**config.mk**
```make
export PLATFORM = sky130hd
export DESIGN_NAME = sdes_feistel_engine
export DESIGN_NICKNAME = d
export VERILOG_FILES = /design/src/rtl/sdes_pkg.sv /design/src/rtl/sdes_round_f.sv /design/src/rtl/sdes_feistel_engine.sv
export SDC_FILE = /design/constraint.sdc
export NUM_CORES = 1
export LEC_CHECK = 0
export CAP_MARGIN = 20
export CELL_PAD_IN_SITES_DETAIL_PLACEMENT = 1
export CELL_PAD_IN_SITES_GLOBAL_PLACEMENT = 1
export CORE_ASPECT_RATIO = 1.4
export CORE_MARGIN = 10
export CORE_UTILIZATION = 44
export CTS_BUF_LIST = sky130_fd_sc_hd__clkbuf_8 sky130_fd_sc_hd__clkbuf_16
export CTS_CLUSTER_DIAMETER = 200
export DETAILED_ROUTE_END_ITERATION = 10
export DONT_BUFFER_PORTS = 1
export HOLD_SLACK_MARGIN = 0.12
export PLACE_DENSITY = 0.83
export SLEW_MARGIN = 20
export SYNTH_ARGS = -nofsm -noshare
export SYNTH_HDL_FRONTEND = slang
export SYNTH_SLANG_ARGS = --single-unit
```
**constraint.sdc**
```tcl
create_clock -name clk -period 4.08 [get_ports clk]
set_input_delay 0.408 -clock clk [delete_from_list [all_inputs] [get_ports clk]]
set_output_delay 0.408 -clock clk [all_outputs]
set_load 0.02 [all_outputs]
```
**src/rtl/sdes_pkg.sv**
```systemverilog
// Shared S-DES constants, state codes and bit-permutation helpers.
// Bit 0 is the leftmost (MSB) bit of every vector, matching the S-DES literature.
package sdes_pkg;

    localparam int unsigned SUBKEY_W = 8;

    typedef logic [1:0] state_t;
    localparam state_t ST_IDLE = 2'd0;
    localparam state_t ST_RUN  = 2'd1;
    localparam state_t ST_DONE = 2'd2;

    // Indexed by {row, col} = {x[0], x[3], x[1], x[2]}
    localparam logic [1:0] S0 [16] = '{
        2'd1, 2'd0, 2'd3, 2'd2,
        2'd3, 2'd2, 2'd1, 2'd0,
        2'd0, 2'd2, 2'd1, 2'd3,
        2'd3, 2'd1, 2'd3, 2'd2
    };

    localparam logic [1:0] S1 [16] = '{
        2'd0, 2'd1, 2'd2, 2'd3,
        2'd2, 2'd0, 2'd1, 2'd3,
        2'd3, 2'd0, 2'd1, 2'd0,
        2'd2, 2'd1, 2'd0, 2'd3
    };

    function automatic logic [0:7] ep(input logic [0:3] r);
        return {r[3], r[0], r[1], r[2], r[1], r[2], r[3], r[0]};
    endfunction

    function automatic logic [0:3] p4(input logic [0:3] p);
        return {p[1], p[3], p[2], p[0]};
    endfunction

    function automatic logic [0:7] ip(input logic [0:7] x);
        return {x[1], x[5], x[2], x[0], x[3], x[7], x[4], x[6]};
    endfunction

    function automatic logic [0:7] ip_inv(input logic [0:7] x);
        return {x[3], x[0], x[2], x[4], x[6], x[1], x[7], x[5]};
    endfunction

endpackage

```
**src/rtl/sdes_round_f.sv**
```systemverilog
// Combinational S-DES round function F(R, K): expand, key-mix, S-boxes, P4.
module sdes_round_f
    import sdes_pkg::*;
(
    input  logic [0:3]          i_r,
    input  logic [0:SUBKEY_W-1] i_k,
    output logic [0:3]          o_f
);

    logic [0:7] w_x;
    logic [0:3] w_p;

    assign w_x = ep(i_r) ^ i_k;
    assign w_p = {S0[{w_x[0], w_x[3], w_x[1], w_x[2]}], S1[{w_x[4], w_x[7], w_x[5], w_x[6]}]};
    assign o_f = p4(w_p);

endmodule

```
**src/rtl/sdes_feistel_engine.sv**
```systemverilog
// Iterative S-DES Feistel engine: one round per clock, valid/ready in and out.
module sdes_feistel_engine
    import sdes_pkg::*;
#(
    parameter int unsigned ROUNDS = 2,
    parameter bit          USE_IP = 1'b1
) (
    input  logic                         clk,
    input  logic                         rst,
    input  logic                         in_valid,
    output logic                         in_ready,
    input  logic                         in_decrypt,
    input  logic [0:7]                   in_block,
    input  logic [0:SUBKEY_W*ROUNDS-1]   in_keys,
    output logic                         out_valid,
    input  logic                         out_ready,
    output logic [0:7]                   out_block
);

    localparam int unsigned      CNT_W = (ROUNDS > 1) ? $clog2(ROUNDS) : 1;
    localparam logic [CNT_W-1:0] LAST  = CNT_W'(ROUNDS - 1);

    state_t                      r_state;
    logic [0:3]                  r_l;
    logic [0:3]                  r_r;
    logic [0:SUBKEY_W*ROUNDS-1]  r_keys;
    logic                        r_decrypt;
    logic [CNT_W-1:0]            r_cnt;
    logic                        r_out_valid;
    logic [0:7]                  r_out_block;

    logic [CNT_W-1:0]            w_kidx;
    logic [0:SUBKEY_W-1]         w_key;
    logic [0:7]                  w_x_in;
    logic [0:3]                  w_f;
    logic [0:3]                  w_l_next;
    logic                        w_accept;

    assign in_ready  = (r_state == ST_IDLE) && !rst;
    assign w_accept  = in_valid && in_ready;
    assign out_valid = r_out_valid;
    assign out_block = r_out_block;

    // Decryption walks the latched subkeys in reverse order.
    assign w_kidx   = r_decrypt ? (LAST - r_cnt) : r_cnt;
    assign w_key    = r_keys[SUBKEY_W*w_kidx +: SUBKEY_W];
    assign w_x_in   = USE_IP ? ip(in_block) : in_block;
    assign w_l_next = r_l ^ w_f;

    sdes_round_f u_round_f (
        .i_r (r_r),
        .i_k (w_key),
        .o_f (w_f)
    );

    always_ff @(posedge clk) begin
        if (rst) begin
            r_state     <= ST_IDLE;
            r_l         <= '0;
            r_r         <= '0;
            r_keys      <= '0;
            r_decrypt   <= 1'b0;
            r_cnt       <= '0;
            r_out_valid <= 1'b0;
            r_out_block <= '0;
        end else begin
            case (r_state)
                ST_IDLE: begin
                    if (w_accept) begin
                        r_l       <= w_x_in[0:3];
                        r_r       <= w_x_in[4:7];
                        r_keys    <= in_keys;
                        r_decrypt <= in_decrypt;
                        r_cnt     <= '0;
                        r_state   <= ST_RUN;
                    end
                end
                ST_RUN: begin
                    if (r_cnt == LAST) begin
                        // Final round: no swap, result goes straight to the output register.
                        r_out_block <= USE_IP ? ip_inv({w_l_next, r_r}) : {w_l_next, r_r};
                        r_out_valid <= 1'b1;
                        r_state     <= ST_DONE;
                    end else begin
                        r_l   <= r_r;
                        r_r   <= w_l_next;
                        r_cnt <= r_cnt + 1'b1;
                    end
                end
                ST_DONE: begin
                    if (out_ready) begin
                        r_out_valid <= 1'b0;
                        r_state     <= ST_IDLE;
                    end
                end
                default: r_state <= ST_IDLE;
            endcase
        end
    end

endmodule

```
==> metrics.yaml <==
drt:
  wl_met3_um: 278
  totalWireLength_um: 4740
  first_pass_iters: 4
  drt-met1-wl_um: 2060
  vias: 1542
  wl_per_cell_um: 18.1
  top_layer: "met4"
  ant_nets: 0
  drtIter0Drc: 70
  viasPerCell: 5.91
  wl_met2_um: 2330
  drcViolationCount: 0
layout:
  syn2layout_area_growth_pct: 5.14
  final_util_pct: 48.8
  stdcell_count: 261
  drive_gt1_share_pct: 7.34
  num_antenna_cells: 0
  nets: 247
  fin_area_mm2: 0.00195
clocking:
  cts_buffers: 5
  clockBufferDepth: 2
  path_clk_slew_ns: 0.07
  ctsHoldBuffers: 0
  ctsResizeCount: 0
  htree_levels: 2
  insertion_delay_ns: 0.29
  tritoncts: "done"
  root_buffer: "clkbuf_8"
  post_cts_buffers: 0
  clock-sinks: 37
die:
  fp.dieH_um: 96.8
  io_pins: 39
  start_util_pct: 46.5
  dieWidth_um: 74.8
  core-area_mm2: 0.00399
  die_area_mm2: 0.00724
  row_count: 27
setup_path:
  timing.reg2reg.worst_path_depth: 6
  cpPeakStageDelay_ns: 0.70
  required_ns: 4.32
  crit_slowest_cell: "nor2b_1"
  cp_max_fo: 20
  crit_path_end_kind: "register"
  cp_cell_sequence: "nand2b_1 -> o21ai_0 -> nor2b_1 -> nand3_1 -> a21oi_1 -> a211o_2"
  crit_arrival_ns: 2.81
  start_kind: "register"
  crit_type: "register to register"
sta:
  timing.fmax_mhz: 389
  worst_pin_slew_ns: 0.905
  whs_ns: 0.176
  skew_ns: 0.00940
  fin_ws_ns: 1.51
  relSlewSlack_pct: 39.6
  hold_viol: 0
  drv_slew: 0
  setup_viol: 0
  post-route-min-period_ns: 2.57
  rsz0062_at_grt: "no"
  setup_tns_ns: 0
  period_share_pct: 63.0
grt:
  grt_pass1_wl_um: 7720
  grt-ovfl-total: 0
  grt.total_usage_pct: 13.5
  grt_max_degree: 27
  grt_pass1_vias: 1585
  antenna_found_initial: 0
placed_design:
  dp_hpwl_um: 3530
  io_buffers: 0
  post_dp_cell_area_mm2: 0.00186
  place_ws_ns: 1.64
  routabilityCongestion: 0.845
  dp.cells: 253
yosys:
  yosysTopAreaCell: "dfxtp_1"
  avgSynthCellArea_um2: 8.27
  synth.distinct_cells: 37
  yosys_warnings: 0
  ys_seq_elements: 37
  syn-instance-count: 224
  synth_top_area_share_pct: 40.0
  synthTopCellsByArea: "dfxtp_1 40%, nand2_1 12%, o211ai_1 6.9%"
  ys_seq_area_share_pct: 40.0
  synth.cell_area_mm2: 0.00185
  synthesis.nets: 254
worst_hold_path:
  min-delay-path-class: "primary input to register"
  worstHoldPathCells: 1
power:
  fin_total_pwr_uw: 903
  irDropWorstVdd_uv: 244
  leakagePower_nw: 0.810
  power_density_mw_per_mm2: 464
run:
  cap_violations: 0
run_status:
  status: "finished clean"
-- critical path: cells and delay by family (launching register included) --
family / cells / cell delay, ns
flip-flops: 1 / 0.37
AND/OR/NAND/NOR: 3 / 1.38
AO/OA/AOI/OAI: 3 / 0.78
-- final cells by class --
class	instances	area, um^2
flip-flops and latches	37	741
multi-input cells	169	1050
well taps	43	53.8
clock inverters	3	13.8
clock buffers	5	68.8
inverters	4	15.0
fillers	498	2040
-- synthesized netlist by cell type (all sizes together) --
cell	instances
and2	1
o21ai	5
nor3	3
or2b	1
nand2	57
clkbuf	13
xor2	3
a21oi	12
a211oi	2
a41oi	2
mux2i	13
a311oi	4
nor2b	2
o22a	1
a211o	1
nor4	2
buf	1
and2b	1
o21a	1
nor2	14
a31o	1
xnor2	12
inv	4
nand3	1
and3	4
nand2b	4
o211ai	17
mux2	1
dfxtp	37
ha	1
o41ai	1
a32oi	1
nand4	1
-- layer usage --
metal	GRT usage (%)	vias to the layer above
met5	0	-
met4	4.80	0
met3	5.20	5
met2	21.9	35
met1	15.3	746
li1	-	756
-- placed cells by master, fill, tap and decap left out, types with 5 or more instances in the layout --
master	instances
nand2_1	57
dfxtp_1	37
o211ai_1	17
nor2_1	14
mux2i_1	12
a21oi_1	12
xnor2_1	11
inv_1	5
o21ai_0	5
clkbuf_8	5
-- sequential cells by signal, indices dropped and copies added, names as in the netlist --
| signal | cells |
|---|---|
| r_keys | 16 |
| r_state | 2 |
| out_block | 8 |
| r_l | 4 |
| r_cnt | 1 |
| out_valid | 1 |
| r_decrypt | 1 |
| r_r | 4 |
-- path summary, 6_finish.rpt --
kind | startpoint | end | slack [ns]
worst max-delay path | r_state[0] | r_r[2] | 1.51
worst min-delay path | rst | out_block[2] | 0.18
worst max register to register | r_state[0] | r_r[2] | 1.51
worst min register to register | r_keys[13] | r_keys[13] | 0.48
-- power by group --
group / switching, mW / leakage, nW / total (mW) / internal (mW)
registers: 0.0411 / 0.303 / 0.432 / 0.391
logic: 0.126 / 0.458 / 0.228 / 0.102
clock network: 0.128 / 0.0491 / 0.244 / 0.116
-- kinds of logic after synthesis --
logic type      Yosys count  synth area share [%]
flops                    37                  40.0
xor+xnor                 15                  8.51
mux                      14                  7.84
buf+inv                  18                  3.65
compound gates           48                  18.2
simple gates             91                  21.1
fa+ha+maj                 1                 0.676
(Power assumes the default switching activity.)
